### src/rtl/exec_sequencer_if.sv
`default_nettype none
// ============================================================================
// Module      : exec_sequencer_if
// Description : Handshake and bus bundle between the Oryx instruction
//               sequencer and its environment. This covers instruction and
//               data memory, PC logic, the register file write port and the
//               multi-cycle unit.
// Revision    : 1.0 - initial release
// ============================================================================
interface exec_sequencer_if #(
    parameter int CNT_W = 32
);
    logic             imem_ack;
    logic [31:0]      ir_in;
    logic             imem_req;
    logic [31:0]      ir_o;
    logic             ir_load;
    logic             mc_start;
    logic             mc_done;
    logic             dmem_req;
    logic             dmem_we;
    logic             dmem_ack;
    logic             branch_cond;
    logic             reg_we;
    logic             pc_inc;
    logic             pc_load;
    logic [CNT_W-1:0] retired;
    logic [2:0]       state_o;
    logic             err;

    // Sequencer side
    modport master (
        input  imem_ack, ir_in, mc_done, dmem_ack, branch_cond,
        output imem_req, ir_o, ir_load, mc_start, dmem_req, dmem_we,
               reg_we, pc_inc, pc_load, retired, state_o, err
    );

    // Environment side (memories, PC logic, register file, multi-cycle unit)
    modport slave (
        output imem_ack, ir_in, mc_done, dmem_ack, branch_cond,
        input  imem_req, ir_o, ir_load, mc_start, dmem_req, dmem_we,
               reg_we, pc_inc, pc_load, retired, state_o, err
    );
endinterface
`default_nettype wire

### src/rtl/exec_sequencer.sv
`default_nettype none
// ============================================================================
// Module      : exec_sequencer
// Description : Multi-cycle instruction sequencer for the Oryx core.
//               FETCH -> DECODE -> EXEC, then optionally MC_WAIT or MEM_WAIT.
//               It issues write-back and PC strobes, counts retired
//               instructions and traps to a sticky error state when a wait
//               exceeds WAIT_LIMIT cycles.
// Revision    : 1.0 - initial release
// ============================================================================
module exec_sequencer #(
    parameter int WAIT_LIMIT = 64,
    parameter int CNT_W      = 32
) (
    input  wire logic         clk,
    input  wire logic         rst,
    exec_sequencer_if.master  bus
);
    localparam int                WCNT_W    = $clog2(WAIT_LIMIT) + 1;
    localparam logic [WCNT_W-1:0] WAIT_LAST = WCNT_W'(WAIT_LIMIT - 1);

    typedef enum logic [2:0] {
        S_FETCH    = 3'd0,
        S_DECODE   = 3'd1,
        S_EXEC     = 3'd2,
        S_MC_WAIT  = 3'd3,
        S_MEM_WAIT = 3'd4,
        S_ERR      = 3'd7
    } state_t;

    state_t            state_q, state_d;
    logic [31:0]       ir_q, ir_d;
    logic [WCNT_W-1:0] wait_cnt_q, wait_cnt_d;
    logic [CNT_W-1:0]  retired_q, retired_d;
    logic              err_q, err_d;

    logic              retire;
    logic              waiting;
    logic              at_limit;
    logic [2:0]        ir_class;
    logic              is_mul;

    // Raw strobes before the reset gate
    logic s_imem_req, s_ir_load, s_mc_start, s_dmem_req, s_dmem_we;
    logic s_reg_we, s_pc_inc, s_pc_load;

    assign ir_class = ir_q[31:29];
    assign is_mul   = (ir_class == 3'd0) && (ir_q[28:27] == 2'b11);
    assign waiting  = (state_q == S_FETCH) || (state_q == S_MC_WAIT) ||
                      (state_q == S_MEM_WAIT);
    assign at_limit = (wait_cnt_q == WAIT_LAST);

    // Next-state, strobe, retire and wait-counter logic
    always_comb begin
        state_d    = state_q;
        ir_d       = ir_q;
        err_d      = err_q;
        retire     = 1'b0;
        s_imem_req = 1'b0;
        s_ir_load  = 1'b0;
        s_mc_start = 1'b0;
        s_dmem_req = 1'b0;
        s_dmem_we  = 1'b0;
        s_reg_we   = 1'b0;
        s_pc_inc   = 1'b0;
        s_pc_load  = 1'b0;

        case (state_q)
            S_FETCH: begin
                s_imem_req = 1'b1;
                if (bus.imem_ack) begin
                    s_ir_load = 1'b1;
                    ir_d      = bus.ir_in;
                    state_d   = S_DECODE;
                end else if (at_limit) begin
                    state_d = S_ERR;
                end
            end
            S_DECODE: state_d = S_EXEC;
            S_EXEC: begin
                state_d = S_FETCH;
                case (ir_class)
                    3'd0: begin
                        if (is_mul) begin
                            s_mc_start = 1'b1;
                            state_d    = S_MC_WAIT;
                        end else begin
                            s_reg_we = 1'b1;
                            s_pc_inc = 1'b1;
                            retire   = 1'b1;
                        end
                    end
                    3'd1: begin
                        s_dmem_req = 1'b1;
                        s_dmem_we  = ir_q[28];
                        state_d    = S_MEM_WAIT;
                    end
                    3'd2: begin
                        s_pc_load = bus.branch_cond;
                        s_pc_inc  = ~bus.branch_cond;
                        retire    = 1'b1;
                    end
                    3'd3: begin
                        s_pc_load = 1'b1;
                        s_reg_we  = ir_q[28];
                        retire    = 1'b1;
                    end
                    3'd5: begin
                        s_mc_start = 1'b1;
                        state_d    = S_MC_WAIT;
                    end
                    default: begin
                        // compare, logic, shift: single-cycle write-back
                        s_reg_we = 1'b1;
                        s_pc_inc = 1'b1;
                        retire   = 1'b1;
                    end
                endcase
            end
            S_MC_WAIT: begin
                if (bus.mc_done) begin
                    s_reg_we = 1'b1;
                    s_pc_inc = 1'b1;
                    retire   = 1'b1;
                    state_d  = S_FETCH;
                end else if (at_limit) begin
                    state_d = S_ERR;
                end
            end
            S_MEM_WAIT: begin
                s_dmem_req = 1'b1;
                s_dmem_we  = ir_q[28];
                if (bus.dmem_ack) begin
                    s_reg_we = ~ir_q[28];
                    s_pc_inc = 1'b1;
                    retire   = 1'b1;
                    state_d  = S_FETCH;
                end else if (at_limit) begin
                    state_d = S_ERR;
                end
            end
            S_ERR: state_d = S_ERR;
            // Unused encodings are treated as corruption and trapped
            default: state_d = S_ERR;
        endcase

        if (state_d == S_ERR) begin
            err_d = 1'b1;
        end

        retired_d = retire ? (retired_q + CNT_W'(1)) : retired_q;

        // The counter restarts on every state entry and counts only unanswered wait cycles
        if (state_d != state_q) begin
            wait_cnt_d = '0;
        end else if (waiting) begin
            wait_cnt_d = wait_cnt_q + WCNT_W'(1);
        end else begin
            wait_cnt_d = wait_cnt_q;
        end
    end

    // State and datapath registers with synchronous reset
    always_ff @(posedge clk) begin
        if (rst) begin
            state_q    <= S_FETCH;
            ir_q       <= '0;
            wait_cnt_q <= '0;
            retired_q  <= '0;
            err_q      <= 1'b0;
        end else begin
            state_q    <= state_d;
            ir_q       <= ir_d;
            wait_cnt_q <= wait_cnt_d;
            retired_q  <= retired_d;
            err_q      <= err_d;
        end
    end

    // Strobes stay silent while reset is held, so an abandoned instruction emits nothing
    assign bus.imem_req = s_imem_req & ~rst;
    assign bus.ir_load  = s_ir_load  & ~rst;
    assign bus.mc_start = s_mc_start & ~rst;
    assign bus.dmem_req = s_dmem_req & ~rst;
    assign bus.dmem_we  = s_dmem_we  & ~rst;
    assign bus.reg_we   = s_reg_we   & ~rst;
    assign bus.pc_inc   = s_pc_inc   & ~rst;
    assign bus.pc_load  = s_pc_load  & ~rst;

    assign bus.ir_o    = ir_q;
    assign bus.retired = retired_q;
    assign bus.state_o = state_q;
    assign bus.err     = err_q;
endmodule
`default_nettype wire

### src/flat_wrapper.sv
// flat-port wrapper written by rule: the top's interface ports become plain ports
module exec_sequencer_flat 
#(
    parameter int WAIT_LIMIT = 64,
    parameter int CNT_W      = 32
)
  (clk, rst, bus_imem_ack, bus_ir_in, bus_mc_done, bus_dmem_ack, bus_branch_cond, bus_imem_req, bus_ir_o, bus_ir_load, bus_mc_start, bus_dmem_req, bus_dmem_we, bus_reg_we, bus_pc_inc, bus_pc_load, bus_retired, bus_state_o, bus_err);
  exec_sequencer_if #(.CNT_W(CNT_W)) bus_i ();
  input  wire logic clk;
  input  wire logic rst;
  input wire logic [$bits(bus_i.imem_ack)-1:0] bus_imem_ack;
  input wire logic [$bits(bus_i.ir_in)-1:0] bus_ir_in;
  input wire logic [$bits(bus_i.mc_done)-1:0] bus_mc_done;
  input wire logic [$bits(bus_i.dmem_ack)-1:0] bus_dmem_ack;
  input wire logic [$bits(bus_i.branch_cond)-1:0] bus_branch_cond;
  output wire logic [$bits(bus_i.imem_req)-1:0] bus_imem_req;
  output wire logic [$bits(bus_i.ir_o)-1:0] bus_ir_o;
  output wire logic [$bits(bus_i.ir_load)-1:0] bus_ir_load;
  output wire logic [$bits(bus_i.mc_start)-1:0] bus_mc_start;
  output wire logic [$bits(bus_i.dmem_req)-1:0] bus_dmem_req;
  output wire logic [$bits(bus_i.dmem_we)-1:0] bus_dmem_we;
  output wire logic [$bits(bus_i.reg_we)-1:0] bus_reg_we;
  output wire logic [$bits(bus_i.pc_inc)-1:0] bus_pc_inc;
  output wire logic [$bits(bus_i.pc_load)-1:0] bus_pc_load;
  output wire logic [$bits(bus_i.retired)-1:0] bus_retired;
  output wire logic [$bits(bus_i.state_o)-1:0] bus_state_o;
  output wire logic [$bits(bus_i.err)-1:0] bus_err;
  assign bus_i.imem_ack = bus_imem_ack;
  assign bus_i.ir_in = bus_ir_in;
  assign bus_i.mc_done = bus_mc_done;
  assign bus_i.dmem_ack = bus_dmem_ack;
  assign bus_i.branch_cond = bus_branch_cond;
  assign bus_imem_req = bus_i.imem_req;
  assign bus_ir_o = bus_i.ir_o;
  assign bus_ir_load = bus_i.ir_load;
  assign bus_mc_start = bus_i.mc_start;
  assign bus_dmem_req = bus_i.dmem_req;
  assign bus_dmem_we = bus_i.dmem_we;
  assign bus_reg_we = bus_i.reg_we;
  assign bus_pc_inc = bus_i.pc_inc;
  assign bus_pc_load = bus_i.pc_load;
  assign bus_retired = bus_i.retired;
  assign bus_state_o = bus_i.state_o;
  assign bus_err = bus_i.err;
  exec_sequencer #(.WAIT_LIMIT(WAIT_LIMIT), .CNT_W(CNT_W)) u_core (.clk(clk), .rst(rst), .bus(bus_i));
endmodule
### config.mk
export PLATFORM = sky130hd
export DESIGN_NAME = exec_sequencer_flat
export DESIGN_NICKNAME = d
export VERILOG_FILES = /design/src/rtl/exec_sequencer_if.sv /design/src/rtl/exec_sequencer.sv /design/src/flat_wrapper.sv
export SDC_FILE = /design/constraint.sdc
export NUM_CORES = 1
export LEC_CHECK = 0
export CORE_ASPECT_RATIO = 1.2
export CORE_MARGIN = 8
export CORE_UTILIZATION = 35
export CTS_CLUSTER_DIAMETER = 100
export DETAILED_ROUTE_END_ITERATION = 6
export GPL_ROUTABILITY_DRIVEN = 0
export HOLD_SLACK_MARGIN = 0.08
export PLACE_DENSITY = 0.7
export SKIP_LAST_GASP = 1
export SLEW_MARGIN = 20
export SYNTH_ARGS = -nofsm -noshare
export SYNTH_HDL_FRONTEND = slang
export SYNTH_SLANG_ARGS = --single-unit
export TNS_END_PERCENT = 5
### constraint.sdc
create_clock -name clk -period 1.9 [get_ports clk]
set_input_delay 0.57 -clock clk [delete_from_list [all_inputs] [get_ports clk]]
set_output_delay 0.57 -clock clk [all_outputs]
set_load 0.02 [all_outputs]
==> results.txt, run 1 <==
----------------------------------------------------
[Synthesis]
  Synth top area share ... 0.439
  Syn avg cell area ... between 8 and 9 µm²
  Number of nets in the synthesized netlist ... 463
  Ys flop type ... dfxtp_1
  Number of warnings issued by yosys ... 0
  Number of flops mapped to enable cells by yosys ... 0
  Most common library cells after synthesis ... nand2_1, dfxtp_1, a21oi_1
  Number of distinct standard cells referenced by the synthesized netlist ... approximately 50
  Gate count after technology mapping ... 423
  Biggest area contributors in the synthesized netlist ... dfxtp_1, nand2_1, a21oi_1
  Register bit total from synthesis ... 75
  Seq/Total Area, Yosys ... 0.439
  Async set or reset register ratio after synthesis ... 0
  Most area-hungry cell type in the Yosys netlist ... dfxtp_1
  Cell Area, Synth ... 0.00342 mm²
  Most used standard cell by instance count after synthesis ... nand2_1

[Global routing]
  Maximum number of pins on one net before global-route repair ... 41
  Via count of the first global-routing pass ... roughly 4,000
  Total routing resource utilization after global routing ... 0.172
  Number of antenna violations at the first check in global routing ... 1
  Total congestion overflow ... 0
  Global-route wire length before repair ... 18.7 mm

[Critical path]
  Arrival @ worst endpoint ... 1.62 ns
  Reg-to-reg slack, setup ... -0.19 ns
  Setup Crit Path Kind ... register to output port
  Cells along the critical path ... buf_4 > nand4bb_4 > a21oi_4 > nand2_2 > nor2_2 > buf_6
  Library cell contributing the largest single delay on the critical path ... dfxtp_4
  Longest individual stage delay on the worst path ... 0.36 ns
  Kind of end point of the critical path ... output port
  Launching element type of the critical path ... register
  Data required time of the critical path ... 1.33 ns
  Max FO, Critical Path ... 5

[Worst hold path]
  Hold/Removal Path Class ... register to register

[Place]
  # placed instances ... around 700
  Post-detailed-placement half-perimeter wirelength ... 8.57 mm
  Placement-stage cell area ... 0.00531 mm²
  DP Worst Slack ... -1.07 ns
  Port Buffers ... 113

[Timing]
  Final Skew ... 0.00547 ns
  Final-report setup violation count ... 63
  Worst-case headroom to the max-slew limit ... 0.731
  Final-report hold violation count ... 0
  Final Critical Period ... 2.19 ns
  Worst-case hold slack ... 0.453 ns
  Slew of the pin with the lowest slew margin ... roughly 0.4 ns
  Final critical-path setup slack ... -0.292 ns
  Final Slew Violations ... 0
  Peak clock frequency supported by timing ... approximately 460 MHz
  Final worst-path cycle share ... 1.15
  Setup repair after global routing missed its margin ... true

[Detailed routing]
  DR vias/cell ... ~5.1
  Number of nets with antenna violations after detailed routing ... 0
  Drt first pass iters ... 5
  Post-detailed-route DRC marker count ... 0
  Violation count after the first detailed-routing iteration ... 172
  Total Wirelength ... 11.4 mm
  WL per Instance ... 15.3 µm
  Vias after detailed routing ... 3,802

[Final layout]
  Final net count ... 654
  Non-filler cells, final ... 743
  Share of post-route cells with drive strength above 1 ... 0.242
  Relative area change from synthesis to final layout ... 69.4%
  Final design area excluding fillers ... 0.00580 mm²

[Clock network]
  Inserted Clock Buffers ... 9
  Worst skew pair latency ... 0.33 ns
  Hold_buf cts ... 0
  CTS tree ... built
  Deepest clock path buffer count ... 2
  Clock-pin slew of the registers on the worst-case setup and hold paths ... 0.06 ns
  Buffer type at the clock tree root ... clkbuf_16
  H-tree Lvls ... 3
  Num Clock Sinks ... 75

[Floorplanning]
  Boundary Pins ... 114
  Die footprint ... 0.0132 mm²
  Initial core utilization ... 0.360
  Vert. Die Dim ... 124 µm
  Die outline width ... 106 µm
  Placement row count ... 39
  Area of the core region ... 0.00952 mm²

[Flow run]
  Maximum Capacitance Violations ... 0

[Pwr]
  Worst IR drop on VDD ... 0.000526 V
  Pleak ... 2.17 nW
  Overall Power ... 4.35 mW
  PD cells ... ~750 mW/mm²

[Outcome]
  Run status ... complete, but fails checks
  Failing checks ... setup timing

----------------------------------------------------
-- per-stage QoR --
step / utilization / setup TNS, ns
floorplan: - / -2.51
global placement: 0.558 / -18.01
detailed placement: 0.558 / -19.48
CTS: 0.597 / -8.39
global route: 0.610 / -12.89
finish: 0.610 / -6.23
-- layout by cell type, fill, tap and decap left out, types with 3 or more instances in the layout --
cell             count
clkdlybuf4s50_1    101
buf_4               86
nand2_1             80
dfxtp_1             68
a21oi_1             53
nor2_1              30
xor2_1              23
o211ai_1            12
o21ai_0             10
clkbuf_16           10
buf_6               10
nand4_1              9
inv_1                8
o31ai_1              8
or4_1                8
or3_1                6
o2111ai_1            6
nand3_1              4
dlygate4sd2_1        4
dfxtp_4              4
nor3_2               3
nand2b_1             3
nor3_1               3
nand3b_1             3
a31oi_1              3
and4_1               3
and3_1               3
clkinvlp_4           3
dfxtp_2              3
-- state kept, by name, summed over array words and instances, names as in the netlist --
signal              flops
u_core.bus.retired     32
u_core.bus.err          1
u_core.bus.ir_o        32
u_core.bus.state_o      3
u_core.wait_cnt_q       7
-- timing repair --
item	4_1_cts	5_1_grt
buffers inserted	3	4
pin swaps	10	14
endpoints found under the hold margin	0	0
resized for setup	51	18
setup endpoints to repair	72	87
-- area by class of cell --
class                      count  area (µm²)
inverter                       8        30.0
tap                          123         154
clock inverter                 4        31.3
timing repair buffer         204        1840
multi-input combinational    316        1950
clock buffer                  12         268
fill                         847        3710
antenna                        1        2.50
sequential                    75        1520
-- worst paths after layout --
path	start	cells past startpoint	to
max	u_core.bus.ir_o[31]	6	bus_mc_start
min	u_core.bus.ir_o[16]	2	u_core.bus.ir_o[16]
max reg2reg	u_core.bus.ir_o[30]	8	u_core.bus.retired[25]
min reg2reg	u_core.bus.ir_o[16]	2	u_core.bus.ir_o[16]
-- layer usage --
metal  global-route usage  vias to the layer above  wire length, µm
met5                    0                        -                0
met4               0.0896                        0              320
met3               0.0688                       23             1050
met2                0.291                      132             5800
met1                0.176                     1769             4240
li1                     -                     1878                -
-- report_power, final --
| group | internal [mW] | leakage (nW) | switching (mW) |
|---|---|---|---|
| combinational | 0.484 | 1.42 | 0.481 |
| sequential | 1.65 | 0.613 | 0.0640 |
| clock | 1.00 | 0.137 | 0.661 |
| total | 3.14 | 2.17 | 1.21 |
-- worst max-delay path, delay by kind of cell, from the launching register on --
| family | cells | cell delay [ns] |
|---|---|---|
| AND/OR/NAND/NOR | 3 | 0.47 |
| flip-flops | 1 | 0.36 |
| AO/OA/AOI/OAI | 1 | 0.19 |
| buffers and inverters | 2 | 0.27 |
-- logic make-up (layout without fill, tap and decap cells) --
kind of cell / after synthesis / after routing / synth area share
AO/OA/AOI/OAI: 109 / 109 / 0.192
XOR/XNOR: 24 / 24 / 0.0614
adder cells (fa/ha/maj): 2 / 2 / 0.00731
buffers and inverters: 32 / 228 / 0.0373
flip-flops: 75 / 75 / 0.439
multiplexers: 1 / 1 / 0.00292
other: 0 / 1 / 0
AND/OR/NAND/NOR: 180 / 180 / 0.261
Power figures use the tool's default switching activity.
==> run 2: changes to the inputs <==
Settings changed: CORE_MARGIN 8 to 4.
==> run 2 against run 1 <==
- the flow still finishes with violations (setup timing)
- first-iteration DRC count decreased by 1.7%
- highest routed layer unchanged
- utilization down 0.60 points
- global-route usage is 1.7 points higher
- routed wire length shrank 4.3%
- sequential cell count is the same
==> results.txt, run 2 (synthesis gave the netlist of run 1 again) <==
----------------------------------------------------
[Global routing]
  Global-route wire length before repair ... 17.7 mm (was 18.7 mm)
  Total routing resource utilization after global routing ... 0.188 (was 0.172)
  Total congestion overflow ... 0 (unchanged)
  Maximum number of pins on one net before global-route repair ... 39 (was 41)
  Via count of the first global-routing pass ... 3,782 (was 3,987)
  Number of antenna violations at the first check in global routing ... 0 (was 1)

[Timing]
  Peak clock frequency supported by timing ... 455 MHz (was 456 MHz)
  Final Skew ... 0.00727 ns (was 0.00547 ns)
  Final-report setup violation count ... 66 (was 63)
  Final worst-path cycle share ... 1.16 (was 1.15)
  Final Slew Violations ... 0 (unchanged)
  Worst-case headroom to the max-slew limit ... 0.722 (was 0.731)
  Final-layout setup total negative slack ... -7.00 ns (was -6.23 ns)
  Final-report hold violation count ... 0 (unchanged)
  Worst-case hold slack ... 0.457 ns (was 0.453 ns)
  Final Critical Period ... 2.20 ns (was 2.19 ns)
  Final critical-path setup slack ... -0.300 ns (was -0.292 ns)
  Slew of the pin with the lowest slew margin ... 0.417 ns (was 0.403 ns)
  Setup repair after global routing missed its margin ... true (unchanged)

[Flow run]
  Maximum Capacitance Violations ... 0 (unchanged)

[Clock network]
  Num Clock Sinks ... 75 (unchanged)
  Deepest clock path buffer count ... 2 (unchanged)
  Buffer type at the clock tree root ... clkbuf_16 (unchanged)
  CTS tree ... built (unchanged)
  Clock-pin slew of the registers on the worst-case setup and hold paths ... 0.05 ns (was 0.06 ns)
  H-tree Lvls ... 3 (unchanged)
  Worst skew pair latency ... 0.33 ns (about the same)
  Inserted Clock Buffers ... 9 (unchanged)

[Floorplanning]
  Placement row count ... 39 (unchanged)
  Die outline width ... 98.3 µm (was 106 µm)
  Initial core utilization ... 0.360 (unchanged)
  Vert. Die Dim ... 116 µm (was 124 µm)
  Boundary Pins ... 114 (unchanged)
  Area of the core region ... 0.00952 mm² (unchanged)
  Die footprint ... 0.0114 mm² (was 0.0132 mm²)

[Pwr]
  Pleak ... 2.15 nW (was 2.17 nW)
  Switching power as a share of total power ... 0.270 (was 0.278)
  PD cells ... 755 mW/mm² (was 749 mW/mm²)
  Combinational share of power ... 0.215 (was 0.222)
  Seq pwr share ... 0.396 (was 0.395)
  Clock network power share ... 0.389 (was 0.383)
  Switching pwr ... 1.17 mW (was 1.21 mW)
  Power Internal ... 3.17 mW (was 3.14 mW)
  Worst IR drop on VDD ... 0.000491 V (was 0.000526 V)

[Detailed routing]
  Number of nets with antenna violations after detailed routing ... 0 (unchanged)
  WL per Instance ... 14.8 µm (was 15.3 µm)
  DR vias/cell ... 5.09 (was 5.12)
  Drt first pass iters ... 4 (was 5)
  Violation count after the first detailed-routing iteration ... 169 (was 172)
  Total Wirelength ... 10.9 mm (was 11.4 mm)
  Vias after detailed routing ... 3,764 (was 3,802)
  Post-detailed-route DRC marker count ... 0 (unchanged)

[Outcome]
  Run status ... complete, but fails checks (unchanged)
  Failing checks ... setup timing (unchanged)

[Critical path]
  Launching element type of the critical path ... register (unchanged)
  Max FO, Critical Path ... 8 (was 5)
  Arrival @ worst endpoint ... 1.63 ns (was 1.62 ns)
  Data required time of the critical path ... 1.33 ns (about the same)
  Setup Crit Path Kind ... register to output port (unchanged)
  Kind of end point of the critical path ... output port (unchanged)

[Place]
  Port Buffers ... 113 (unchanged)
  DP Worst Slack ... -1.03 ns (was -1.07 ns)
  Post-detailed-placement half-perimeter wirelength ... 8.10 mm (was 8.57 mm)

[Final layout]
  Relative area change from synthesis to final layout ... 67.8% (was 69.4%)
  Share of post-route cells with drive strength above 1 ... 0.242 (about the same)
  Sequential cell area ... 0.00152 mm² (about the same)
  Count of filler cells inserted in the layout ... 818 (was 847)
  Antenna fix cells ... 0 (was 1)
  Most frequent cells in the layout ... clkdlybuf4s50_1, buf_4, nand2_1, dfxtp_1, a21oi_1 (unchanged)
  Leading cell type in the layout, fill and taps excluded ... clkdlybuf4s50_1 (unchanged)
  Final net count ... 651 (was 654)
  Area used by multi-input combinational logic ... 0.00195 mm² (about the same)

[Worst hold path]
  Hold/Removal Path Class ... register to register (unchanged)

----------------------------------------------------
## run 2: cell type report
class                           instances  area share
Multi-Input combinational cell        316       0.340
Timing Repair Buffer                  201       0.312
Sequential cell                        75       0.264
Clock buffer                           12      0.0429
Tap cell                              123      0.0268
Clock inverter                          4     0.00871
Inverter                                8     0.00523
## run 2: through the flow
step	utilization	cells	cell area, µm²	total power, mW
detailed placement	0.556	718	5290	2.64
global route	0.604	739	5740	4.53
floorplan	-	423	3520	2.19
CTS	0.597	737	5680	4.36
finish	0.604	739	5740	4.33
global placement	0.556	718	5290	2.62
## run 2: final timing paths
check                           slack (ns)                   from                endpoint  cells past startpoint
worst min register to register        0.46    u_core.bus.ir_o[14]     u_core.bus.ir_o[14]                      2
worst max register to register       -0.23  u_core.bus.state_o[1]  u_core.bus.retired[24]                      7
worst min-delay path                  0.46    u_core.bus.ir_o[14]     u_core.bus.ir_o[14]                      2
worst max-delay path                 -0.30  u_core.bus.state_o[1]             bus_pc_load                      3
## run 2: power groups by stage
stage	combinational [mW]	sequential, mW	clock, mW
after floorplan	0.369	1.82	0
after global placement	0.878	1.74	0
after detailed placement	0.892	1.75	0
after CTS	0.914	1.72	1.73
after global routing	1.01	1.73	1.79
final	0.931	1.72	1.68
## run 2: worst max-delay path, cell delays in order, from the launching register on
cell	delay, ns
dfxtp_4	0.40
or3b_4	0.41
nor3_2	0.20
clkdlybuf4s15_2	0.29
## run 2: what timing repair did
| action | in CTS | in global routing |
|---|---|---|
| hold buffers | 0 | 0 |
| resized for setup | 63 | 11 |
| buffers inserted | 3 | 2 |
| gates cloned | 0 | 0 |
| endpoints found under the setup margin | 72 | 111 |
| pin swaps | 10 | 4 |
## run 2: layer usage
metal,part of all wire,track usage,vias up
li1,-,-,1870
met1,0.39,0.207,1760
met2,0.51,0.344,118
met3,0.079,0.0568,16
met4,0.019,0.0683,0
met5,0,0,-
==> run 3: changes to the inputs <==
Settings changed: PLACE_DENSITY 0.7 to 0.66.
==> run 3 against run 2 <==
- the run still ends with setup timing left
- sequential power about the same
- sequential cell count stayed put
- global-route usage barely moved
- hold slack lost 0.0070 ns
- design area up 1.9%
- combinational power is 4.6% higher
- final cell count grew 0.95%
- utilization grew 1.2 points
- die area did not move
- largest cell class unchanged
- highest routed layer unchanged
==> results.txt, run 3 (synthesis gave the netlist of run 1 again) <==
----------------------------------------------------
[Floorplanning]
  Vert. Die Dim ... 116 µm (unchanged)
  Initial core utilization ... 0.360 (unchanged)
  Die footprint ... 0.0114 mm² (unchanged)
  Placement row count ... 39 (unchanged)
  Die outline width ... 98.3 µm (unchanged)
  Area of the core region ... 0.00952 mm² (unchanged)
  Boundary Pins ... 114 (unchanged)

[Global routing]
  Total routing resource utilization after global routing ... 0.189 (was 0.188)
  Global-route wire length before repair ... 17.5 mm (was 17.7 mm)
  Maximum number of pins on one net before global-route repair ... 51 (was 39)
  Number of antenna violations at the first check in global routing ... 0 (unchanged)
  Total congestion overflow ... 0 (unchanged)
  Via count of the first global-routing pass ... 3,758 (was 3,782)

[Detailed routing]
  Violation count after the first detailed-routing iteration ... 143 (was 169)
  Total Wirelength ... 10.7 mm (was 10.9 mm)
  Post-detailed-route DRC marker count ... 0 (unchanged)
  Vias after detailed routing ... 3,813 (was 3,764)
  DR vias/cell ... 5.11 (was 5.09)
  Drt first pass iters ... 4 (unchanged)
  Number of nets with antenna violations after detailed routing ... 0 (unchanged)
  WL per Instance ... 14.4 µm (was 14.8 µm)

[Flow run]
  Maximum Capacitance Violations ... 0 (unchanged)

[Clock network]
  H-tree Lvls ... 3 (unchanged)
  Deepest clock path buffer count ... 2 (unchanged)
  Buffer type at the clock tree root ... clkbuf_16 (unchanged)
  Worst skew pair latency ... 0.34 ns (was 0.33 ns)
  CTS tree ... built (unchanged)
  Hold_buf cts ... 0 (unchanged)
  Clock-pin slew of the registers on the worst-case setup and hold paths ... 0.05 ns (about the same)
  Inserted Clock Buffers ... 9 (unchanged)
  Num Clock Sinks ... 75 (unchanged)

[Critical path]
  Critical register-to-register path endpoint ... u_core.bus.retired[30] (was u_core.bus.retired[24])
  Worst r2r path cells ... 8 (was 7)
  Kind of end point of the critical path ... output port (unchanged)
  Setup Crit Path Kind ... register to output port (unchanged)
  Arrival @ worst endpoint ... 1.63 ns (about the same)
  Reg-to-reg slack, setup ... -0.28 ns (was -0.23 ns)
  Longest individual stage delay on the worst path ... 0.36 ns (was 0.41 ns)
  Cells along the critical path ... buf_4 > nand4bb_1 > o21ai_1 > a21oi_2 > a211oi_4 > buf_6 (was or3b_4 > nor3_2 > clkdlybuf4s15_2)
  Delay-heaviest family, CP ... compound AO/OA/AOI/OAI gates (was simple AND/OR/NAND/NOR gates)
  Library cell contributing the largest single delay on the critical path ... dfxtp_4 (was or3b_4)
  Launching element type of the critical path ... register (unchanged)
  Crit path buffers/inverters ... 2 (was 1)
  Startpoint of the lowest-slack register-to-register path ... u_core.bus.state_o[0] (was u_core.bus.state_o[1])
  Max FO, Critical Path ... 3 (was 8)
  Data required time of the critical path ... 1.33 ns (about the same)

[Pwr]
  Overall Power ... 4.39 mW (was 4.33 mW)
  Pleak ... 2.22 nW (was 2.15 nW)
  Worst IR drop on VDD ... 0.000551 V (was 0.000491 V)
  PD cells ... 749 mW/mm² (was 755 mW/mm²)

[Timing]
  Final critical-path setup slack ... -0.296 ns (was -0.300 ns)
  Worst-case headroom to the max-slew limit ... 0.632 (was 0.722)
  Final Critical Period ... 2.20 ns (about the same)
  Final worst-path cycle share ... 1.16 (about the same)
  Final Skew ... 0.00625 ns (was 0.00727 ns)
  Slew of the pin with the lowest slew margin ... 0.553 ns (was 0.417 ns)
  Setup repair after global routing missed its margin ... true (unchanged)
  Final Slew Violations ... 0 (unchanged)
  Peak clock frequency supported by timing ... 455 MHz (about the same)
  Final-report hold violation count ... 0 (unchanged)
  Final-report setup violation count ... 74 (was 66)

[Final layout]
  Share of post-route cells with drive strength above 1 ... 0.260 (was 0.242)
  Antenna fix cells ... 0 (unchanged)
  Most frequent cells in the layout ... clkdlybuf4s50_1, buf_4, nand2_1, dfxtp_1, a21oi_1 (unchanged)
  Leading cell type in the layout, fill and taps excluded ... clkdlybuf4s50_1 (unchanged)
  Final design area excluding fillers ... 0.00585 mm² (was 0.00574 mm²)
  Final standard cell utilization of the core ... 0.615 (was 0.604)
  Relative area change from synthesis to final layout ... 71.0% (was 67.8%)
  Final net count ... 659 (was 651)
  Non-filler cells, final ... 746 (was 739)
  Count of filler cells inserted in the layout ... 870 (was 818)

[Place]
  # placed instances ... 718 (unchanged)
  Post-detailed-placement half-perimeter wirelength ... 7.98 mm (was 8.10 mm)
  Placement-stage cell area ... 0.00531 mm² (was 0.00529 mm²)
  Port Buffers ... 113 (unchanged)

[Worst hold path]
  End point of the most critical hold path ... u_core.bus.ir_o[20] (was u_core.bus.ir_o[14])
  Min-delay src ... u_core.bus.ir_o[20] (was u_core.bus.ir_o[14])
  Hold/Removal Path Class ... register to register (unchanged)
  Count of cells along the worst hold path ... 2 (unchanged)

[Outcome]
  Run status ... complete, but fails checks (unchanged)
  Failing checks ... setup timing (unchanged)

----------------------------------------------------
-- run 3: per-stage QoR --
stage	hold slack (ns)	worst slack (ns)	setup TNS, ns
finish	0.450	-0.296	-7.76
global route	0.468	-0.357	-13.62
CTS	0.453	-0.359	-10.09
detailed placement	0.446	-1.04	-25.01
global placement	0.442	-1.06	-22.54
floorplan	0.454	-0.147	-2.51
-- run 3: report_power, final --
part | internal [mW] | switching [mW] | leakage (nW)
clock | 1.08 | 0.619 | 0.146
sequential | 1.65 | 0.0615 | 0.614
combinational | 0.496 | 0.478 | 1.46
total | 3.23 | 1.16 | 2.22
-- run 3: repair_timing --
| action | 4_1_cts | 5_1_grt |
|---|---|---|
| buffers inserted | 9 | 4 |
| gates resized for setup | 74 | 14 |
| endpoints found under the setup margin | 76 | 105 |
| pin swaps | 11 | 17 |
-- run 3: layer usage --
layer | GRT usage | up-vias | wire (µm)
met4 | 0.0965 | 0 | 334
met3 | 0.0550 | 21 | 809
met5 | 0 | - | 0
met1 | 0.200 | 1783 | 4090
met2 | 0.341 | 116 | 5480
li1 | - | 1893 | -
-- run 3: area by class of cell --
cell class,count,area [µm²],area share
well taps,123,154,0.0263
multi-input cells,316,1970,0.336
repair buffers,209,1890,0.322
inverters,8,30.0,0.00513
clock inverters,2,35.0,0.00598
flip-flops and latches,75,1520,0.260
clock buffers,13,260,0.0445
-- run 3: worst max-delay path by stage --
| stage | startpoint | end | slack [ns] | cells past startpoint |
|---|---|---|---|---|
| floorplan | u_core.bus.state_o[2] | u_core.bus.retired[25] | -0.15 | 6 |
| global placement | bus_dmem_ack | bus_reg_we | -1.06 | 6 |
| detailed placement | bus_dmem_ack | bus_reg_we | -1.04 | 6 |
| CTS | u_core.bus.state_o[0] | bus_dmem_we | -0.36 | 6 |
| global route | u_core.bus.ir_o[29] | bus_dmem_we | -0.36 | 6 |
| finish | u_core.bus.state_o[0] | bus_reg_we | -0.30 | 6 |
-- run 3: worst reg2reg max path, delay by kind of cell (launching register included) --
family | cells | cell delay [ns]
AOI/OAI and AO/OA | 2 | 0.21
DFF | 1 | 0.36
and+or+nand+nor | 3 | 1.14
buffers and inverters | 3 | 0.40
